**src/rtl/lna_spi_pkg.sv**
```systemverilog
// Shared types and constants for the LNA serial configuration slave.
// State encoding, register map addresses and frame length helper.
package lna_spi_pkg;

    typedef enum logic [1:0] {
        ST_IDLE,
        ST_CMD,
        ST_DATA,
        ST_END
    } state_e;

    localparam int unsigned LNA_PD   = 0;
    localparam int unsigned LNA_MODE = 1;
    localparam int unsigned LNA_GAIN = 2;
    localparam int unsigned LNA_ID   = 3;

    function automatic int unsigned frame_w(input int unsigned aw,
                                            input int unsigned dw);
        return 1 + aw + dw;
    endfunction

endpackage

```
**src/rtl/lna_spi_sync_edge.sv**
```systemverilog
// Multi-flop synchronizer with rise/fall pulse detection on the
// synchronized level; pulses are combinational and last one clk.
module lna_spi_sync_edge #(
    parameter int unsigned STAGES  = 2,
    parameter logic        RST_VAL = 1'b0
) (
    input  logic clk,
    input  logic rst,
    input  logic d_i,
    output logic q_o,
    output logic rise_o,
    output logic fall_o
);

    logic [STAGES-1:0] sync_q;
    logic              prev_q;

    always_ff @(posedge clk or posedge rst) begin
        if (rst) begin
            sync_q <= {STAGES{RST_VAL}};
            prev_q <= RST_VAL;
        end else begin
            sync_q <= {sync_q[STAGES-2:0], d_i};
            prev_q <= sync_q[STAGES-1];
        end
    end

    assign q_o    = sync_q[STAGES-1];
    assign rise_o = sync_q[STAGES-1] & ~prev_q;
    assign fall_o = ~sync_q[STAGES-1] & prev_q;

endmodule

```
**src/rtl/lna_spi_cfg_slave.sv**
```systemverilog
// 3-wire serial config slave driving LNA pd/mode/gain with readback.
// All serial pins are oversampled in clk; sclk is never used as a clock.
module lna_spi_cfg_slave
    import lna_spi_pkg::*;
#(
    parameter int unsigned ADDR_W      = 3,
    parameter int unsigned DATA_W      = 8,
    parameter int unsigned SYNC_STAGES = 2,
    parameter logic [DATA_W-1:0] ID_VAL = 8'hA5
) (
    input  logic       clk,
    input  logic       rst,
    input  logic       sen,
    input  logic       sclk,
    input  logic       sdi,
    output logic       sdo,
    output logic       sdo_oe,
    output logic       pd,
    output logic [1:0] mode,
    output logic [3:0] gain,
    output logic       cfg_upd,
    output logic       frame_err
);

    localparam int unsigned FRAME_W = frame_w(ADDR_W, DATA_W);
    localparam int unsigned CNT_W   = $clog2(FRAME_W + 2);
    localparam logic [CNT_W-1:0] CNT_CMD  = CNT_W'(ADDR_W);
    localparam logic [CNT_W-1:0] CNT_FULL = CNT_W'(FRAME_W);
    localparam logic [CNT_W-1:0] CNT_MAX  = CNT_W'(FRAME_W + 1);

    logic sen_s, sen_rise, sen_fall;
    logic sclk_s, sclk_rise, sclk_fall;
    logic [SYNC_STAGES-1:0] sdi_sync_q;
    logic sdi_s;

    lna_spi_sync_edge #(.STAGES(SYNC_STAGES), .RST_VAL(1'b1)) u_sen (
        .clk(clk), .rst(rst), .d_i(sen),
        .q_o(sen_s), .rise_o(sen_rise), .fall_o(sen_fall)
    );

    lna_spi_sync_edge #(.STAGES(SYNC_STAGES), .RST_VAL(1'b0)) u_sclk (
        .clk(clk), .rst(rst), .d_i(sclk),
        .q_o(sclk_s), .rise_o(sclk_rise), .fall_o(sclk_fall)
    );

    always_ff @(posedge clk or posedge rst) begin
        if (rst) sdi_sync_q <= '0;
        else     sdi_sync_q <= {sdi_sync_q[SYNC_STAGES-2:0], sdi};
    end
    assign sdi_s = sdi_sync_q[SYNC_STAGES-1];

    state_e              state_q, state_d;
    logic [CNT_W-1:0]    cnt_q, cnt_d;
    logic [DATA_W-1:0]   shift_q, shift_d, shift_in;
    logic [DATA_W-1:0]   rd_sr_q, rd_sr_d, rd_val;
    logic [ADDR_W-1:0]   addr_q, addr_d, cmd_addr;
    logic                rw_q, rw_d, cmd_rw;
    logic                pd_q, pd_d;
    logic [1:0]          mode_q, mode_d;
    logic [3:0]          gain_q, gain_d;
    logic                sdo_q, sdo_d, sdo_oe_q, sdo_oe_d;
    logic                upd_q, upd_d, err_q, err_d;

    assign shift_in = {shift_q[DATA_W-2:0], sdi_s};
    assign cmd_rw   = shift_in[ADDR_W];
    assign cmd_addr = shift_in[ADDR_W-1:0];

    // Snapshot source for readback, sampled as the address completes
    always_comb begin
        rd_val = '0;
        case (cmd_addr)
            ADDR_W'(LNA_PD):   rd_val = DATA_W'(pd_q);
            ADDR_W'(LNA_MODE): rd_val = DATA_W'(mode_q);
            ADDR_W'(LNA_GAIN): rd_val = DATA_W'(gain_q);
            ADDR_W'(LNA_ID):   rd_val = ID_VAL;
            default:           rd_val = '0;
        endcase
    end

    always_ff @(posedge clk or posedge rst) begin
        if (rst) begin
            state_q  <= ST_IDLE;
            cnt_q    <= '0;
            shift_q  <= '0;
            rd_sr_q  <= '0;
            addr_q   <= '0;
            rw_q     <= 1'b0;
            pd_q     <= 1'b0;
            mode_q   <= '0;
            gain_q   <= '0;
            sdo_q    <= 1'b0;
            sdo_oe_q <= 1'b0;
            upd_q    <= 1'b0;
            err_q    <= 1'b0;
        end else begin
            state_q  <= state_d;
            cnt_q    <= cnt_d;
            shift_q  <= shift_d;
            rd_sr_q  <= rd_sr_d;
            addr_q   <= addr_d;
            rw_q     <= rw_d;
            pd_q     <= pd_d;
            mode_q   <= mode_d;
            gain_q   <= gain_d;
            sdo_q    <= sdo_d;
            sdo_oe_q <= sdo_oe_d;
            upd_q    <= upd_d;
            err_q    <= err_d;
        end
    end

    always_comb begin
        state_d  = state_q;
        cnt_d    = cnt_q;
        shift_d  = shift_q;
        rd_sr_d  = rd_sr_q;
        addr_d   = addr_q;
        rw_d     = rw_q;
        pd_d     = pd_q;
        mode_d   = mode_q;
        gain_d   = gain_q;
        sdo_d    = sdo_q;
        sdo_oe_d = sdo_oe_q;
        upd_d    = 1'b0;
        err_d    = 1'b0;

        unique case (state_q)
            ST_IDLE: begin
                sdo_d    = 1'b0;
                sdo_oe_d = 1'b0;
                if (sen_fall) begin
                    state_d = ST_CMD;
                    cnt_d   = '0;
                    shift_d = '0;
                    rw_d    = 1'b0;
                end
            end
            ST_CMD, ST_DATA: begin
                if (sen_fall) begin
                    err_d    = 1'b1;
                    state_d  = ST_CMD;
                    cnt_d    = '0;
                    shift_d  = '0;
                    rw_d     = 1'b0;
                    sdo_d    = 1'b0;
                    sdo_oe_d = 1'b0;
                end else if (sen_rise) begin
                    state_d  = ST_END;
                    sdo_d    = 1'b0;
                    sdo_oe_d = 1'b0;
                end else if (sclk_rise) begin
                    shift_d = shift_in;
                    if (cnt_q != CNT_MAX) cnt_d = cnt_q + CNT_W'(1);
                    if (state_q == ST_CMD && cnt_q == CNT_CMD) begin
                        state_d = ST_DATA;
                        rw_d    = cmd_rw;
                        addr_d  = cmd_addr;
                        if (cmd_rw) begin
                            rd_sr_d  = rd_val;
                            sdo_oe_d = 1'b1;
                        end
                    end
                end else if (sclk_fall && state_q == ST_DATA && rw_q) begin
                    sdo_d   = rd_sr_q[DATA_W-1];
                    rd_sr_d = rd_sr_q << 1;
                end
            end
            ST_END: begin
                sdo_d    = 1'b0;
                sdo_oe_d = 1'b0;
                state_d  = ST_IDLE;
                if (sen_fall) begin
                    err_d   = 1'b1;
                    state_d = ST_CMD;
                    cnt_d   = '0;
                    shift_d = '0;
                    rw_d    = 1'b0;
                end else if (cnt_q != CNT_FULL) begin
                    err_d = 1'b1;
                end else if (!rw_q) begin
                    case (addr_q)
                        ADDR_W'(LNA_PD): begin
                            pd_d  = shift_q[0];
                            upd_d = 1'b1;
                        end
                        ADDR_W'(LNA_MODE): begin
                            mode_d = shift_q[1:0];
                            upd_d  = 1'b1;
                        end
                        ADDR_W'(LNA_GAIN): begin
                            gain_d = shift_q[3:0];
                            upd_d  = 1'b1;
                        end
                        default: ;
                    endcase
                end
            end
            default: state_d = ST_IDLE;
        endcase
    end

    assign sdo       = sdo_q;
    assign sdo_oe    = sdo_oe_q;
    assign pd        = pd_q;
    assign mode      = mode_q;
    assign gain      = gain_q;
    assign cfg_upd   = upd_q;
    assign frame_err = err_q;

endmodule
```
**config.mk**
```make
export PLATFORM = sky130hd
export DESIGN_NAME = lna_spi_cfg_slave
export DESIGN_NICKNAME = d
export VERILOG_FILES = /design/src/rtl/lna_spi_pkg.sv /design/src/rtl/lna_spi_sync_edge.sv /design/src/rtl/lna_spi_cfg_slave.sv
export SDC_FILE = /design/constraint.sdc
export NUM_CORES = 1
export LEC_CHECK = 0
export ABC_AREA = 1
export CAP_MARGIN = 20
export CELL_PAD_IN_SITES_DETAIL_PLACEMENT = 2
export CELL_PAD_IN_SITES_GLOBAL_PLACEMENT = 2
export CORE_MARGIN = 10
export CORE_UTILIZATION = 35
export CTS_CLUSTER_SIZE = 40
export DETAILED_ROUTE_END_ITERATION = 12
export HOLD_SLACK_MARGIN = 0.15
export PLACE_DENSITY_LB_ADDON = 0.1
export SYNTH_ARGS = -nofsm -noshare
export SYNTH_HDL_FRONTEND = slang
export SYNTH_SLANG_ARGS = --single-unit
```
**constraint.sdc**
```tcl
create_clock -name clk -period 2.07 [get_ports clk]
set_clock_uncertainty 0.1 [all_clocks]
set_input_delay 0.5175 -clock clk [delete_from_list [all_inputs] [get_ports clk]]
set_output_delay 0.5175 -clock clk [all_outputs]
set_load 0.03 [all_outputs]
```
==> summary.txt, run 1 <==
Outcome
  • Status: completed

Global route
  • Gr usage total: between 10 and 15%
  • First-pass GRT wire length: ~9.0 mm
  • Met3 usage: ~2.8%
  • Gr busiest metal: met2
  • Number of global-route vias before repair: around 1800
  • Met2 global-route usage: 21.6%
  • Met1 usage: between 15 and 20%
  • Gr ovfl total: 0
  • Largest net degree at the start of global routing: 28
  • Antenna violations before repair: 0

Hold path
  • Worst min-delay path class: reg2reg

Worst setup path
  • Crit path max-delay family: buffers and inverters
  • Slowest cell on crit path: clkdlybuf4s50_1
  • Crit path max fanout: 3
  • Crit path DAT: between 1 and 1.5 ns
  • Crit. End Element: primary output
  • Max stage delay on crit path: between 0.6 and 0.7 ns
  • Buf+Inv Stages, Crit Path: 1
  • Req. time, crit path: approximately 1.5 ns
  • Critical Path Start Type: flip-flop
  • CP Class: reg2out
  • Worst path cell trace: clkdlybuf4s50_1

Logic synthesis
  • Async SR Flop Fraction: 100%
  • Synth Register Bits: slightly above 40
  • Post-synth top cells: nand2_1, dfrtp_1, inv_1
  • Post-Syn Instances: about 250
  • Post-synthesis compound-gate area fraction: around 7.6%
  • Syn_nets: about 260
  • Biggest area consumer among synthesized cells: dfrtp_1
  • Synthesized area per cell: approximately 8.3 sq um
  • Cell variety after synth: 23
  • Post-synthesis mux area share: 0%
  • Mapped cell area: 2040 sq um
  • Yosys warns: 0
  • Synth top area cells: dfrtp_1, nand2_1, ha_1
  • Synth Area in Simple Gates: between 20% and 30%
  • Synth Flop Type: dfrtp_1
  • Main combinational cell family by area after synthesis: simple AND/OR/NAND/NOR gates
  • Sequential area share after synthesis: between 50 and 60%
  • Post-synthesis xor/xnor area fraction: less than 1%
  • Yosys top cell area share: between 40% and 50%
  • Top-count cell post-synth: nand2_1
  • Post-synth EDFFs: 0
  • Area share of fa/ha/maj cells after synthesis: under 10%

Route
  • Routed vias: approximately 1700
  • DRC Markers: 0
  • Routed WL: 5.51 mm
  • Via density: 4.95
  • Iteration-0 DRC count of the detailed router: between 50 and 60
  • DRT antenna net count: 0
  • DRT Pass-1 Iters: 4
  • DR WL/cell: 15.9 um

Cells and area
  • Reg area: just over 1000 sq um
  • Share of layout cells above drive strength 1: 13.1%
  • Final core utilization: between 40% and 50%
  • NumNets Final: roughly 290
  • Fill cells: between 600 and 700
  • Diodes inserted: 0
  • Final Cell Area: 2440 sq um
  • Multi-input gate area: between 800 and 900 sq um
  • Synth-to-Final Area Change: 19.5%

Placement
  • # port buffers: 15
  • HPWL after DPL: 4.00 mm
  • Placed cell area: ~2300 sq um
  • GP Congestion: slightly above 0.7

Run
  • MaxCap Viol Count: 0

Clocking
  • Max Root-Sink Buffers: 2
  • Number of buffers created by CTS: 5
  • H-Tree Depth: 2
  • Register clock-pin slew on the reported worst setup and hold paths: roughly 0.09 ns
  • TritonCTS clock tree: built
  • CTS root buf: clkbuf_8
  • Clk_lat worst skew: 0.30 ns
  • Clk sinks: 41

Power
  • Max rail drop VDD: roughly 0.50 mV
  • Lkg Pwr: 1.20 nW
  • Clock power frac: 29.9%
  • P per Cell Area: approximately 1100 nW/um^2
  • Sw frac: between 30% and 40%
  • Sequential share of power: 36.4%
  • Pint: ~0.0017 W
  • Comb pwr share: between 30 and 40%
  • Psw: between 0.0009 and 0.001 W

STA
  • Final number of max-transition violations: 0
  • Actual slew at the worst max-slew pin: around 0.36 ns
  • Post-route setup TNS: 0 ns
  • Final count of negative-setup-slack endpoints: 0
  • Final hold vios: 0
  • Rel. slew slack: 76.1%
  • Final min period: roughly 2.0 ns
  • Fmax: between 400 and 500 MHz
  • Final period util: between 90% and 100%

Die
  • Die W: approximately 96 um
  • Initial Utilization: 36.7%
  • I/O pin count: 16
  • # rows: 27
  • Core area: 5570 sq um
  • Die Height: a little under 100 um
  • Die area: between 9000 and 10000 sq um
-- area by class of cell --
type	count	share of cell area [%]
inverter	31	4.76
multi-input combinational	173	35.9
clock buffer	5	2.82
timing repair buffer	21	7.99
tap	72	3.69
sequential	41	42.2
clock inverter	3	2.66
-- through the flow --
stage	power, W	setup WS, ns	instances	hold WS, ns
after global routing	0.00284	-0.0232	346	0.269
after detailed placement	0.00181	0.107	335	0.242
after CTS	0.00261	0.0466	343	0.263
after floorplan	0.00156	0.424	247	0.231
final	0.00266	0.0597	346	0.259
after global placement	0.00177	0.204	335	0.232
-- placed cells by master (no fill, tap or decap), types with 4 or more instances in the layout --
cell             count
dfrtp_1             38
nand2_1             82
a21oi_1              5
ha_1                 9
nand2_2              8
nor2_1              15
o21ai_0              7
o21ai_1             14
inv_1               24
clkdlybuf4s50_1     15
nand3_1             18
inv_2                4
clkbuf_8             5
buf_4                6
-- power by group through the flow --
stage	clock network, W	registers (W)	logic, W
floorplan	0	0.000999	0.000563
global placement	0	0.000979	0.000792
CTS	0.000807	0.000969	0.000838
detailed placement	0	0.000985	0.000823
global route	0.000836	0.000984	0.00102
finish	0.000794	0.000969	0.000895
-- sequential cells by signal, indices dropped and copies added, names as in the netlist, 2 cells and up --
register	count
rd_sr_q	8
addr_q	3
u_sen.sync_q	2
state_q	2
shift_q	4
gain	4
mode	2
u_sclk.sync_q	2
cnt_q	4
sdi_sync_q	2
-- cells by family (layout without fill, tap and decap cells) --
| group | after synthesis | after routing |
|---|---|---|
| XOR/XNOR | 1 | 1 |
| adder cells (fa/ha/maj) | 10 | 10 |
| AND/OR/NAND/NOR | 134 | 134 |
| buffers and inverters | 33 | 60 |
| flip-flops | 41 | 41 |
| AO/OA/AOI/OAI | 28 | 28 |
-- timing repair --
action / 4_1_cts / 5_1_grt
resized for setup: 0 / 1
setup endpoints to repair: 0 / 5
setup buffers: 0 / 3
hold buffers: 0 / 0
-- metal layers --
metal,up-vias,part of all wire [%],wire (um)
met3,6,3.4,188
met2,18,50,2780
met5,-,0,0
li1,827,-,-
met1,863,45,2490
met4,0,1.1,60
-- final timing paths --
| check | startpoint | endpoint | slack (ns) | depth (start not counted) |
|---|---|---|---|---|
| max reg2reg | u_sen.sync_q[1] | gain[0] | 0.17 | 8 |
| min in group asynchronous | rst | sdo_oe | 0.43 | 3 |
| max | mode[0] | mode[0] | 0.06 | 1 |
| min | u_sclk.sync_q[0] | u_sclk.sync_q[1] | 0.26 | 0 |
| min reg2reg | u_sclk.sync_q[0] | u_sclk.sync_q[1] | 0.26 | 0 |
| max in group asynchronous | rst | cfg_upd | 1.11 | 3 |
Power figures use the tool's default switching activity.
==> run 2: changes to the inputs <==
--- a/config.mk
+++ b/config.mk
@@ -7,14 +7,12 @@
 export LEC_CHECK = 0
 export ABC_AREA = 1
 export CAP_MARGIN = 20
-export CELL_PAD_IN_SITES_DETAIL_PLACEMENT = 2
-export CELL_PAD_IN_SITES_GLOBAL_PLACEMENT = 2
 export CORE_MARGIN = 10
-export CORE_UTILIZATION = 35
+export CORE_UTILIZATION = 57
 export CTS_CLUSTER_SIZE = 40
 export DETAILED_ROUTE_END_ITERATION = 12
 export HOLD_SLACK_MARGIN = 0.15
-export PLACE_DENSITY_LB_ADDON = 0.1
+export PLACE_DENSITY = 0.78
 export SYNTH_ARGS = -nofsm -noshare
 export SYNTH_HDL_FRONTEND = slang
 export SYNTH_SLANG_ARGS = --single-unit
==> run 2 against run 1 <==
  * Sequential share of layout area is 1.9 points higher
  * Die area fell by 31%
  * Critical endpoint is now sdo_oe
  * Highest routed layer unchanged
  * Sequential cell count unchanged
  * Non-clock buffer count stayed put
==> summary.txt, run 2 (synthesis gave the netlist of run 1 again) <==
Outcome
  • Status: completed

Clocking
  • Register clock-pin slew on the reported worst setup and hold paths: 0.11 ns (+0.02 ns)
  • Number of buffers created by CTS: 5 (unchanged)
  • H-Tree Depth: 2 (unchanged)
  • Clk_lat worst skew: 0.35 ns (+0.05 ns)
  • CTS root buf: clkbuf_4
  • TritonCTS clock tree: built
  • Clk sinks: 41 (unchanged)
  • Cts hold-fix bufs: 0 (unchanged)
  • Max Root-Sink Buffers: 2 (unchanged)

STA
  • Post-route setup TNS: 0 ns (unchanged)
  • Actual slew at the worst max-slew pin: 0.340 ns (-0.0183 ns)
  • Rel. slew slack: 77.2% (+1.0 points)
  • Unrepaired setup endpoints after global routing: false
  • Fmax: 502 MHz (+0.92%)
  • Final period util: 96.2% (-0.89 points)
  • Final min period: 1.99 ns (-0.0184 ns)
  • Hold WS: 0.260 ns (+0.00128 ns)
  • Final hold vios: 0 (unchanged)
  • Final count of negative-setup-slack endpoints: 0 (unchanged)
  • Worst Setup Slack, final: 0.0780 ns (+0.0184 ns)
  • Final number of max-transition violations: 0 (unchanged)

Placement
  • HPWL after DPL: 2.87 mm (-28%)
  • Place WS: 0.170 ns (+0.0638 ns)
  • GP Congestion: 0.863 (+19%)
  • Placed Cells incl. Taps: 308 (-8.1%)
  • # port buffers: 15 (unchanged)

Cells and area
  • NumNets Final: 288 (unchanged)
  • Reg area: 1030 sq um (unchanged)
  • Final core utilization: 68.9% (+25 points)
  • Fin cells: 320 (-7.5%)
  • Fill cells: 271 (-58%)
  • Most frequent cells in the layout: nand2_1, dfrtp_1, inv_1, nand3_1, nor2_1
  • Share of layout cells above drive strength 1: 11.7% (-1.5 points)
  • Multi-input gate area: 875 sq um (-0.29%)
  • Biggest register: rd_sr_q
  • Synth-to-Final Area Change: 14.3%
  • Max FFs per register: 8 (unchanged)
  • Diodes inserted: 0 (unchanged)
  • Most common cell after layout, fill and taps aside: nand2_1

Worst setup path
  • Max stage delay on crit path: 0.67 ns (-0.02 ns)
  • CP Class: reg2out
  • Req. time, crit path: 1.45 ns (about the same)
  • Buf+Inv Stages, Crit Path: 1 (unchanged)
  • Flop2flop setup slack: 0.19 ns (+0.02 ns)
  • Crit. End Element: primary output
  • Slowest cell on crit path: clkdlybuf4s50_1
  • Critical Path Start Type: flip-flop
  • Worst path cell trace: clkdlybuf4s50_1
  • Crit path max-delay family: buffers and inverters
  • Crit path DAT: 1.37 ns (-0.02 ns)
  • Crit path max fanout: 2 (-1)

Power
  • Lkg Pwr: 1.28 nW (+6.7%)
  • P per Cell Area: 933 nW/um^2 (-14%)
  • Max rail drop VDD: 0.591 mV (+18%)

Global route
  • First-pass GRT wire length: 6.69 mm (-26%)
  • Gr ovfl total: 0 (unchanged)
  • Gr usage total: 13.3% (+0.86 points)
  • Number of global-route vias before repair: 1494 (-19%)
  • Antenna violations before repair: 0 (unchanged)
  • Largest net degree at the start of global routing: 25 (-11%)

Route
  • DR WL/cell: 12.4 um (-22%)
  • Routed WL: 3.97 mm (-28%)
  • Routed vias: 1613 (-5.9%)
  • DRT antenna net count: 0 (unchanged)
  • DRC Markers: 0 (unchanged)
  • Iteration-0 DRC count of the detailed router: 100 (+96%)
  • Via density: 5.04 (+1.8%)
  • DRT Pass-1 Iters: 5 (+1)

Die
  • Initial Utilization: 60.3% (+24 points)
  • Core area: 3390 sq um (-39%)
  • # rows: 21 (-22%)
  • Die W: 79.9 um (-17%)
  • I/O pin count: 16 (unchanged)
  • Die Height: 79.9 um (-17%)
  • Die area: 6380 sq um (-31%)

Run
  • MaxCap Viol Count: 0 (unchanged)

Hold path
  • Worst min-delay path class: reg2reg
==> run 2: cell types whose count changed in the layout (fill, tap and decap cells not counted), sizes merged <==
cell	before	now
clkbuf	5	8
dlygate4sd2	0	1
inv	28	29
dlymetal6s2s	0	6
bufinv	2	0
clkdlybuf4s50	15	8
clkinv	4	2
==> run 2: worst paths after layout <==
path / cells past startpoint / startpoint / end
max: 1 / sdo_oe / sdo_oe
min: 0 / u_sclk.sync_q[0] / u_sclk.sync_q[1]
max reg2reg: 8 / state_q[0] / cnt_q[0]
min reg2reg: 0 / u_sclk.sync_q[0] / u_sclk.sync_q[1]
max in group asynchronous: 3 / rst / mode[1]
min in group asynchronous: 3 / rst / rd_sr_q[6]
==> run 2: repair_timing <==
action,in CTS,in global routing
resized for setup,1,6
pin swaps,0,1
setup buffers,0,4
setup endpoints to repair,1,9
cloned,0,0
==> run 2: layout make-up <==
class	count	area share, %
inverters	31	4.98
clock buffers	8	2.09
multi-input cells	173	37.4
well taps	46	2.46
flip-flops and latches	41	44.1
repair buffers	21	8.94
==> run 2: power by group <==
part / leakage (nW) / switching [W] / internal [W]
Clock: 0.0265 / 0.000240 / 0.000135
Combinational: 0.713 / 0.000538 / 0.000290
Sequential: 0.544 / 0.0000876 / 0.000888
==> run 2: metrics by stage <==
step                      cell area [sq um]  power [W]
after floorplan                        2040    0.00156
after global placement                 2240    0.00171
after detailed placement               2240    0.00173
after CTS                              2290    0.00211
after global routing                   2340    0.00234
final                                  2340    0.00218
==> run 2: layer usage <==
layer,up-vias,global-route usage [%],wire [um]
met5,-,0,0
met4,0,6.34,65
met3,6,4.50,177
met2,32,20.1,1840
met1,748,16.6,1890
li1,827,-,-
==> run 3: changes to the inputs <==
--- a/config.mk
+++ b/config.mk
@@ -13,6 +13,7 @@
 export DETAILED_ROUTE_END_ITERATION = 12
 export HOLD_SLACK_MARGIN = 0.15
 export PLACE_DENSITY = 0.78
+export SLEW_MARGIN = 20
 export SYNTH_ARGS = -nofsm -noshare
 export SYNTH_HDL_FRONTEND = slang
 export SYNTH_SLANG_ARGS = --single-unit
==> results of run 3 <==
No change in the layout: final DEF, timing and power equal those of run 2.
